## src/rtl/kalman_pkg.sv

```systemverilog
// kalman_pkg: shared measurement-path types and constants
// Provides MEAS_DIM, the fp64_t element type and the read/write FSM state enums.
package kalman_pkg;
  localparam int MEAS_DIM = 6;
  typedef logic [63:0] fp64_t;
  typedef enum logic [1:0] {IDLE, PRESENT, GAP} rd_state_t;
  typedef enum logic {FILL, DRAIN} wr_state_t;
endpackage

```

## src/rtl/meas_bank.sv

```systemverilog
// meas_bank: one MEAS_DIM x VEC_WIDTH frame bank with a full flag
// Ports: clk, rst_n (async active-low); we/idx/din write one element;
// set/clr raise/drop the full flag; data is the whole bank, full the flag.
module meas_bank #(
  parameter int VEC_WIDTH = 64,
  parameter int MEAS_DIM  = 6
) (
  input  logic                                clk,
  input  logic                                rst_n,
  input  logic                                we,
  input  logic [$clog2(MEAS_DIM)-1:0]         idx,
  input  logic [VEC_WIDTH-1:0]                din,
  input  logic                                set,
  input  logic                                clr,
  output logic [MEAS_DIM-1:0][VEC_WIDTH-1:0]  data,
  output logic                                full
);
  import kalman_pkg::*;
  always_ff @(posedge clk)
    if (we) data[idx] <= din;
  always_ff @(posedge clk or negedge rst_n)
    if (!rst_n) full <= 1'b0;
    else if (set) full <= 1'b1;
    else if (clr) full <= 1'b0;
endmodule

```

## src/rtl/meas_frame_buffer.sv

```systemverilog
// meas_frame_buffer: frames a serial measurement stream into double-buffered Z_k vectors
// Ports: clk, rst_n (async active-low); s_valid/s_ready/s_data/s_last element stream;
// Z_k/Init_Valid held frame to the predictor, SP_DONE retires it;
// frame_err pulses per discarded frame, drop_cnt saturates.
// Build option MEAS_NAN_CHECK_EN: discard frames holding any NaN/Inf element.
module meas_frame_buffer #(
  parameter int VEC_WIDTH = 64,
  parameter int MEAS_DIM  = kalman_pkg::MEAS_DIM,
  parameter int CNT_WIDTH = 16
) (
  input  logic                                clk,
  input  logic                                rst_n,
  input  logic                                s_valid,
  output logic                                s_ready,
  input  logic [VEC_WIDTH-1:0]                s_data,
  input  logic                                s_last,
  output logic [MEAS_DIM-1:0][VEC_WIDTH-1:0]  Z_k,
  output logic                                Init_Valid,
  input  logic                                SP_DONE,
  output logic                                frame_err,
  output logic [CNT_WIDTH-1:0]                drop_cnt
);
  import kalman_pkg::*;
  localparam int IW = $clog2(MEAS_DIM);
  localparam logic [IW-1:0] LAST = IW'(MEAS_DIM - 1);
  rd_state_t rd_st;
  wr_state_t wr_st;
  logic wptr, rptr, acc, fill_acc, at_end, bad, commit, drop, rel;
  logic [IW-1:0] wcnt;
  logic [1:0] full;
  logic [MEAS_DIM-1:0][VEC_WIDTH-1:0] bank_q [2];
  // DRAIN must keep swallowing an overlong frame even while both banks are full
  assign s_ready  = !full[wptr] || wr_st == DRAIN;
  assign acc      = s_valid && s_ready;
  assign fill_acc = acc && wr_st == FILL;
  assign at_end   = wcnt == LAST;
`ifdef MEAS_NAN_CHECK_EN
  logic bad_q;
  // exponent all ones marks NaN or Inf; sticky until the frame ends
  assign bad = bad_q || &s_data[VEC_WIDTH-2 -: 11];
  always_ff @(posedge clk or negedge rst_n)
    if (!rst_n) bad_q <= 1'b0;
    else if (fill_acc) bad_q <= (s_last || at_end) ? 1'b0 : bad;
`else
  assign bad = 1'b0;
`endif
  assign commit = fill_acc && s_last && at_end && !bad;
  assign drop   = (fill_acc && s_last && (!at_end || bad)) || (acc && wr_st == DRAIN && s_last);
  assign rel    = rd_st == PRESENT && SP_DONE;
  for (genvar g = 0; g < 2; g++) begin : g_bank
    meas_bank #(.VEC_WIDTH(VEC_WIDTH), .MEAS_DIM(MEAS_DIM)) u_bank (
      .clk  (clk),
      .rst_n(rst_n),
      .we   (fill_acc && wptr == 1'(g)),
      .idx  (wcnt),
      .din  (s_data),
      .set  (commit && wptr == 1'(g)),
      .clr  (rel && rptr == 1'(g)),
      .data (bank_q[g]),
      .full (full[g])
    );
  end
  always_ff @(posedge clk or negedge rst_n)
    if (!rst_n) begin
      wr_st     <= FILL;
      wcnt      <= '0;
      wptr      <= 1'b0;
      frame_err <= 1'b0;
      drop_cnt  <= '0;
    end else begin
      frame_err <= drop;
      if (drop && !(&drop_cnt)) drop_cnt <= drop_cnt + 1'b1;
      if (commit) wptr <= !wptr;
      if (fill_acc) begin
        wcnt <= (s_last || at_end) ? '0 : wcnt + 1'b1;
        if (at_end && !s_last) wr_st <= DRAIN;
      end else if (acc && s_last) wr_st <= FILL;
    end
  always_ff @(posedge clk or negedge rst_n)
    if (!rst_n) begin
      rd_st      <= IDLE;
      rptr       <= 1'b0;
      Init_Valid <= 1'b0;
      Z_k        <= '0;
    end else begin
      unique case (rd_st)
        IDLE:
          if (full[rptr]) begin
            rd_st      <= PRESENT;
            Init_Valid <= 1'b1;
            Z_k        <= bank_q[rptr];
          end
        PRESENT:
          if (SP_DONE) begin
            rd_st      <= GAP;
            Init_Valid <= 1'b0;
            rptr       <= !rptr;
          end
        GAP: rd_st <= IDLE;
        default: rd_st <= IDLE;
      endcase
    end
endmodule

```

## config.mk

```make
export PLATFORM = sky130hd
export DESIGN_NAME = meas_frame_buffer
export DESIGN_NICKNAME = d
export VERILOG_FILES = /design/src/rtl/kalman_pkg.sv /design/src/rtl/meas_bank.sv /design/src/rtl/meas_frame_buffer.sv
export SDC_FILE = /design/constraint.sdc
export NUM_CORES = 1
export LEC_CHECK = 0
export CAP_MARGIN = 20
export CORE_ASPECT_RATIO = 1.4
export CORE_UTILIZATION = 60
export DETAILED_ROUTE_END_ITERATION = 7
export GPL_TIMING_DRIVEN = 0
export PLACE_DENSITY = 0.84
export SLEW_MARGIN = 20
export SYNTH_ARGS = -nofsm -noshare
export SYNTH_HDL_FRONTEND = slang
export SYNTH_HIERARCHICAL = 1
export SYNTH_SLANG_ARGS = --single-unit
```

## constraint.sdc

```tcl
create_clock -name clk -period 14.2 [get_ports clk]
set_clock_uncertainty 0.05 [all_clocks]
set_input_delay 2.84 -clock clk [delete_from_list [all_inputs] [get_ports clk]]
set_output_delay 2.84 -clock clk [all_outputs]
set_load 0.005 [all_outputs]
```

==> flow_summary.yaml, run 1 <==
synthesis:
  ys_ff_latch: 1180
  yosysUniqueCellTypes: 39
  yosysSeqAreaShare: 0.797
  avgSynthCellArea_sq_um: 16.3
  synth.net_count: 2644
  yosysWarningCount: 6
  synth_flop_cell: "edfxtp_1"
  synthesis.area_sq_um: 41900
  synthCells: 2572
  async_flop_share: 0.349
  synth_edf_count: 768
critical_path:
  r2r_cells: 9
  worstPathBufferInverterCount: 5
  setup.worst_path.end: "g_bank[0].u_bank/data[175]"
  path_common_cell: "buf_4"
  critical_path.top_delay_family: "buffers and inverters"
  r2r_start: "rptr"
  crit_chain: "clkdlybuf4s50_1, nand3b_1, nor2_1, nand2_1, nor3_2, buf_6, buf_4, buf_4, buf_4"
  end_kind: "register"
  critPathMaxStageDelay_ns: 0.64
  startpoint_type: "input port"
  r2r_end: "Z_k[271]"
  required_ns: 14.53
  cp.arrival_ns: 5.70
  crit_fanout: 9
  cp.depth: 9
  worstSetupPathType: "in -> reg"
  r2r_slack_ns: 10.62
  worstSetupStartpoint: "s_valid"
  worst_path_max_delay_cell: "nor3_2"
grt:
  grt_first_pass_wirelength_microns: 170000
  grt_pass1_vias: 26503
  antenna_found_initial: 2
  grt_max_degree: 95
  grt_overflow_total: 0
  grt_usage: 0.337
placed_design:
  place_hpwl_microns: 81100
  numPortBuffers: 471
  dp_slack_ns: 8.20
  place.gp.congestion: 0.847
pwr:
  p_per_area_nw_per_um2: 220
  pwr-share-comb: 0.323
  intPower_w: 0.00775
  power_frac_seq: 0.425
  power_w: 0.0115
  ir_drop_mv: 0.174
  netSwitchingFraction: 0.326
  switchingPower_w: 0.00375
  clkPwrFrac: 0.252
  p_leak_nw: 20.4
sta:
  tightest_slew_ns: 1.15
  max_freq_mhz: 186
  hold_viol: 0
  finalSetupTns_ns: 0
  drv_slew: 0
  fin_ws_ns: 8.83
  setup_violations: 0
  rsz0062_at_grt: "no"
  max-slew-margin-rel: 0.232
  period_minus_slack_ns: 5.37
  holdWs_ns: 0.433
  fin_crit_sh: 0.378
floorplanning:
  start_util: 0.607
  dieHeight_microns: 315
  die_w_microns: 225
  pin_count: 472
  core_sq_um: 69000
  num_rows: 114
  die_area_sq_um: 70900
clock_network:
  clockRootBuffer: "clkbuf_16"
  worstSkewPairLatency_ns: 0.67
  cts_sinks: 1180
  hold_buffers: 0
  path_clk_slew_ns: 0.07
  cts_tree: "built"
  post-cts-setup-buffers: 0
  cts_max_level: 3
  post_cts_resized: 0
  cts_buffer_depth: 3
  cts_buffers: 103
drt:
  first_iter_violations: 2416
  avgRoutedWirePerCell_microns: 27.8
  first_pass_iters: 5
  drc_errors: 0
  route.vias.total: 25186
  avgViaCountPerCell: 5.95
  final_antenna_net_count: 0
  drt-total-wl_microns: 118000
cells_and_area:
  area_growth_pct: 24.9
  fillers: 3952
  finalNetCount: 3288
  final_common_cell: "edfxtp_1"
  drive_above_1_share: 0.0841
  layout_common_cells: "edfxtp_1 (768), clkdlybuf4s50_1 (470), dfrtp_1 (412), nand2_1 (396), mux2i_1 (386)"
hold_path:
  min_path_type: "reg -> reg"
run_status:
  status: "completed"
job:
  max_cap_viol_count: 0
==> layout make-up <==
type	instances	area, sq um	share of cell area
Sequential cell	1180	33400	0.638
Multi-Input combinational cell	1256	7980	0.153
Timing Repair Buffer	539	5680	0.108
Clock buffer	138	2890	0.0553
Tap cell	928	1160	0.0222
Clock inverter	57	629	0.0120
Buffer	129	587	0.0112
Inverter	7	26.3	0.000502
Antenna cell	1	2.50	0.0000478
==> metrics by stage <==
step / instances / instance area [sq um] / utilization
final: 4235 / 52300 / 0.758
after global routing: 4234 / 52300 / 0.758
after CTS: 4234 / 52300 / 0.758
after detailed placement: 4039 / 48800 / 0.707
after global placement: 3971 / 47800 / 0.692
after floorplan: 2572 / 41900 / -
==> per-layer routing <==
metal,track usage,up-vias,part of all wire
met5,0,-,0.00025
met4,0.190,4,0.058
met1,0.385,12805,0.34
li1,-,10668,-
met2,0.586,1387,0.51
met3,0.0750,322,0.083
==> flip-flops by register name, indices dropped and copies added (netlist names) <==
signal and count:
rptr 1, wcnt 3, g_bank.u_bank/data 768, Z_k 384, Init_Valid 1, wptr 1, drop_cnt 16, wr_st 1
g_bank.u_bank/full 2, rd_st 2, frame_err 1
==> power by group through the flow <==
| stage | clock [W] | combinational (W) | sequential [W] |
|---|---|---|---|
| floorplan | 0 | 0.00155 | 0.00488 |
| global placement | 0 | 0.00342 | 0.00494 |
| detailed placement | 0 | 0.00364 | 0.00492 |
| CTS | 0.00291 | 0.00372 | 0.00487 |
| global route | 0.00304 | 0.00394 | 0.00494 |
| finish | 0.00290 | 0.00371 | 0.00489 |
==> logic make-up after synthesis <==
group	count (synthesis)	share of synthesized area
adders and majority gates	3	0.000896
AOI/OAI and AO/OA	396	0.0480
buffers and inverters	136	0.0146
and+or+nand+nor	454	0.0440
xor gates and xnor gates	16	0.00335
DFF	1180	0.797
muxes	387	0.0925
==> Yosys cell counts, drive strengths merged, types with 3 or more instances <==
cell type / instances / area share
edfxtp: 768 / 0.55
clkbuf: 94 / 0.0084
nor3: 7 / 0.00096
dfrtp: 412 / 0.25
nand2: 396 / 0.035
nor4b: 3 / 0.00063
inv: 7 / 0.00063
mux2i: 386 / 0.092
nand2b: 6 / 0.0013
nor2: 15 / 0.0013
a21o: 4 / 0.00072
o21ai: 385 / 0.046
ha: 3 / 0.00090
nand3b: 4 / 0.00072
nand4: 5 / 0.00075
nand3: 8 / 0.00096
xnor2: 14 / 0.0029
buf: 35 / 0.0055
==> tightest hold or removal path, cell delays in order (launching register included) <==
cell and delay (ns):
dfrtp_1 0.34, nand2_1 0.05, o21ai_1 0.06
==> worst min path at each step <==
stage                           from         end  slack, ns  depth (start not counted)
after global placement      Z_k[102]    Z_k[102]       0.42                          2
after CTS                   Z_k[169]    Z_k[169]       0.44                          2
final                       Z_k[169]    Z_k[169]       0.43                          2
after detailed placement     Z_k[59]     Z_k[59]       0.42                          2
after floorplan           Init_Valid  Init_Valid       0.42                          2
after global routing        Z_k[108]    Z_k[108]       0.46                          2
(Power assumes the default switching activity.)
==> run 2: changes to the inputs <==
--- a/config.mk
+++ b/config.mk
@@ -7,10 +7,10 @@
 export LEC_CHECK = 0
 export CAP_MARGIN = 20
 export CORE_ASPECT_RATIO = 1.4
-export CORE_UTILIZATION = 60
+export CORE_UTILIZATION = 50
 export DETAILED_ROUTE_END_ITERATION = 7
 export GPL_TIMING_DRIVEN = 0
-export PLACE_DENSITY = 0.84
+export PLACE_DENSITY = 0.75
 export SLEW_MARGIN = 20
 export SYNTH_ARGS = -nofsm -noshare
 export SYNTH_HDL_FRONTEND = slang
==> constraint.sdc (replaced) <==
create_clock -name clk -period 4.9 [get_ports clk]
set_clock_uncertainty 0.05 [all_clocks]
set_input_delay 0.98 -clock clk [delete_from_list [all_inputs] [get_ports clk]]
set_output_delay 0.98 -clock clk [all_outputs]
set_load 0.005 [all_outputs]
==> run 2 against run 1 <==
Net effect: count of clock-buffer cells in the layout increased by 3; routed wire length decreased by 1.9%; critical path depth unchanged; register-to-register slack worse by 9.2 ns; critical path type is now reg -> reg; critical endpoint is now Z_k[224]; power grew to 2.9 times the previous value; utilization is 12 points lower; die area up 20%; largest cell class unchanged; highest routed layer unchanged.
==> flow_summary.yaml, run 2 (same netlist as run 1, synthesis figures left out) <==
critical_path:
  worstSetupStartpoint: "rptr"
  cp.arrival_ns: 4.01
  r2r_slack_ns: 1.42
  crit_fanout: 10
  required_ns: 5.43
  path_common_cell: "buf_2"
  end_kind: "register"
  r2r_start: "rptr"
  crit_chain: "buf_2, mux2i_1, or3_1, clkbuf_1, buf_2, buf_2, clkbuf_1, nand2_1, o21ai_1"
  critical_path.top_delay_family: "buffers and inverters"
  worstPathBufferInverterCount: 5
  r2r_cells: 9
  r2r_end: "Z_k[224]"
  worstSetupPathType: "reg -> reg"
  critPathMaxStageDelay_ns: 0.76
  worst_path_max_delay_cell: "clkbuf_1"
  startpoint_type: "register"
drt:
  final_antenna_net_count: 0
  first_iter_violations: 1810
  avgRoutedWirePerCell_microns: 26.4
  route.vias.total: 24338
  avgViaCountPerCell: 5.56
  drc_errors: 0
  drt-total-wl_microns: 115000
  first_pass_iters: 5
sta:
  max_freq_mhz: 288
  period_minus_slack_ns: 3.48
  hold_viol: 0
  drv_slew: 0
  tightest_slew_ns: 1.15
  setup_violations: 0
  max-slew-margin-rel: 0.231
  fin_crit_sh: 0.710
  rsz0062_at_grt: "no"
  holdWs_ns: 0.127
cells_and_area:
  area_growth_pct: 25.4
  finalNetCount: 3283
  largest_reg_flops: 768
  fin_area_sq_um: 52500
  fillers: 5815
  final_common_cell: "edfxtp_1"
  diodes: 0
  top_register: "g_bank.u_bank/data"
  utilization: 0.634
  layout_common_cells: "edfxtp_1 (768), clkdlybuf4s50_1 (470), dfrtp_1 (412), nand2_1 (396), mux2i_1 (386)"
  largest_registers: "g_bank.u_bank/data (768), Z_k (384), drop_cnt (16)"
  drive_above_1_share: 0.0800
run_status:
  status: "completed"
floorplanning:
  dieHeight_microns: 344
  core_sq_um: 82900
  num_rows: 125
  die_area_sq_um: 85000
  die_w_microns: 247
  start_util: 0.505
  pin_count: 472
clock_network:
  post_cts_resized: 0
  post-cts-setup-buffers: 0
  cts_max_level: 3
  cts_sinks: 1180
  cts_buffers: 106
  cts_tree: "built"
  worstSkewPairLatency_ns: 0.68
  clockRootBuffer: "clkbuf_16"
  cts_buffer_depth: 3
  hold_buffers: 0
  path_clk_slew_ns: 0.07
grt:
  grt_pass1_vias: 25137
  antenna_found_initial: 4
  grt_first_pass_wirelength_microns: 166000
  grt_overflow_total: 0
  grt_max_degree: 91
  grt_usage: 0.274
placed_design:
  place.gp.congestion: 0.831
  place_hpwl_microns: 81700
  numPortBuffers: 471
  placed_area_sq_um: 49100
pwr:
  power_w: 0.0330
  ir_drop_mv: 0.490
  p_per_area_nw_per_um2: 627
  p_leak_nw: 20.4
job:
  max_cap_viol_count: 0
hold_path:
  min_path_type: "in -> async"
==> run 2: changes by cell type in the layout (fill, tap and decap cells not counted), sizes merged <==
| cell | change |
|---|---|
| buf | -8 |
| bufinv | -4 |
| clkbuf | +3 |
| clkinv | +1 |
| clkinvlp | +1 |
| diode | -1 |
| inv | +1 |
==> run 2: worst max path at each step <==
stage	depth (start not counted)	endpoint	slack, ns
3_3_place_gp	1	Z_k[36]	-16.11
6_report	9	Z_k[224]	1.42
2_1_floorplan	4	g_bank[0].u_bank/data[192]	0.16
4_1_cts	9	Z_k[224]	1.35
3_5_place_dp	9	g_bank[1].u_bank/data[306]	0.88
5_1_grt	9	g_bank[1].u_bank/data[307]	1.26
==> run 2: layout make-up <==
cell class | instances | area (sq um) | area share
Timing Repair Buffer | 531 | 5770 | 0.110
Multi-Input combinational cell | 1256 | 8010 | 0.152
Clock buffer | 141 | 2900 | 0.0551
Buffer | 129 | 587 | 0.0112
Inverter | 7 | 26.3 | 0.000500
Clock inverter | 56 | 534 | 0.0102
Sequential cell | 1180 | 33400 | 0.635
Tap cell | 1079 | 1350 | 0.0257
==> run 2: worst register-to-register path: stages, from the launching register on <==
cell	delay [ns]
dfrtp_1	0.34
buf_2	0.39
mux2i_1	0.22
or3_1	0.21
clkbuf_1	0.25
buf_2	0.42
buf_2	0.50
clkbuf_1	0.76
nand2_1	0.12
o21ai_1	0.12
==> run 2: per-layer routing <==
metal / track usage / share of wire / vias up
met3: 0.0622 / 0.076 / 200
met2: 0.478 / 0.52 / 1014
met4: 0.117 / 0.040 / 6
met1: 0.325 / 0.36 / 12467
li1: - / - / 10651
met5: 0 / 0.00027 / -
==> run 2: stage by stage <==
| stage | TNS, ns | cells | worst slack, ns |
|---|---|---|---|
| 2_1_floorplan | 0 | 2572 | 0.157 |
| 3_3_place_gp | -8768.85 | 4122 | -16.11 |
| 3_5_place_dp | 0 | 4182 | 0.884 |
| 4_1_cts | 0 | 4379 | 1.35 |
| 5_1_grt | 0 | 4379 | 1.26 |
| 6_report | 0 | 4379 | 1.42 |
==> run 2: power by group <==
part	leakage, nW	internal, W	total, W	switching [W]
registers	12.1	0.0129	0.0143	0.00140
clock network	1.68	0.00459	0.00820	0.00360
logic	6.53	0.00478	0.0105	0.00570
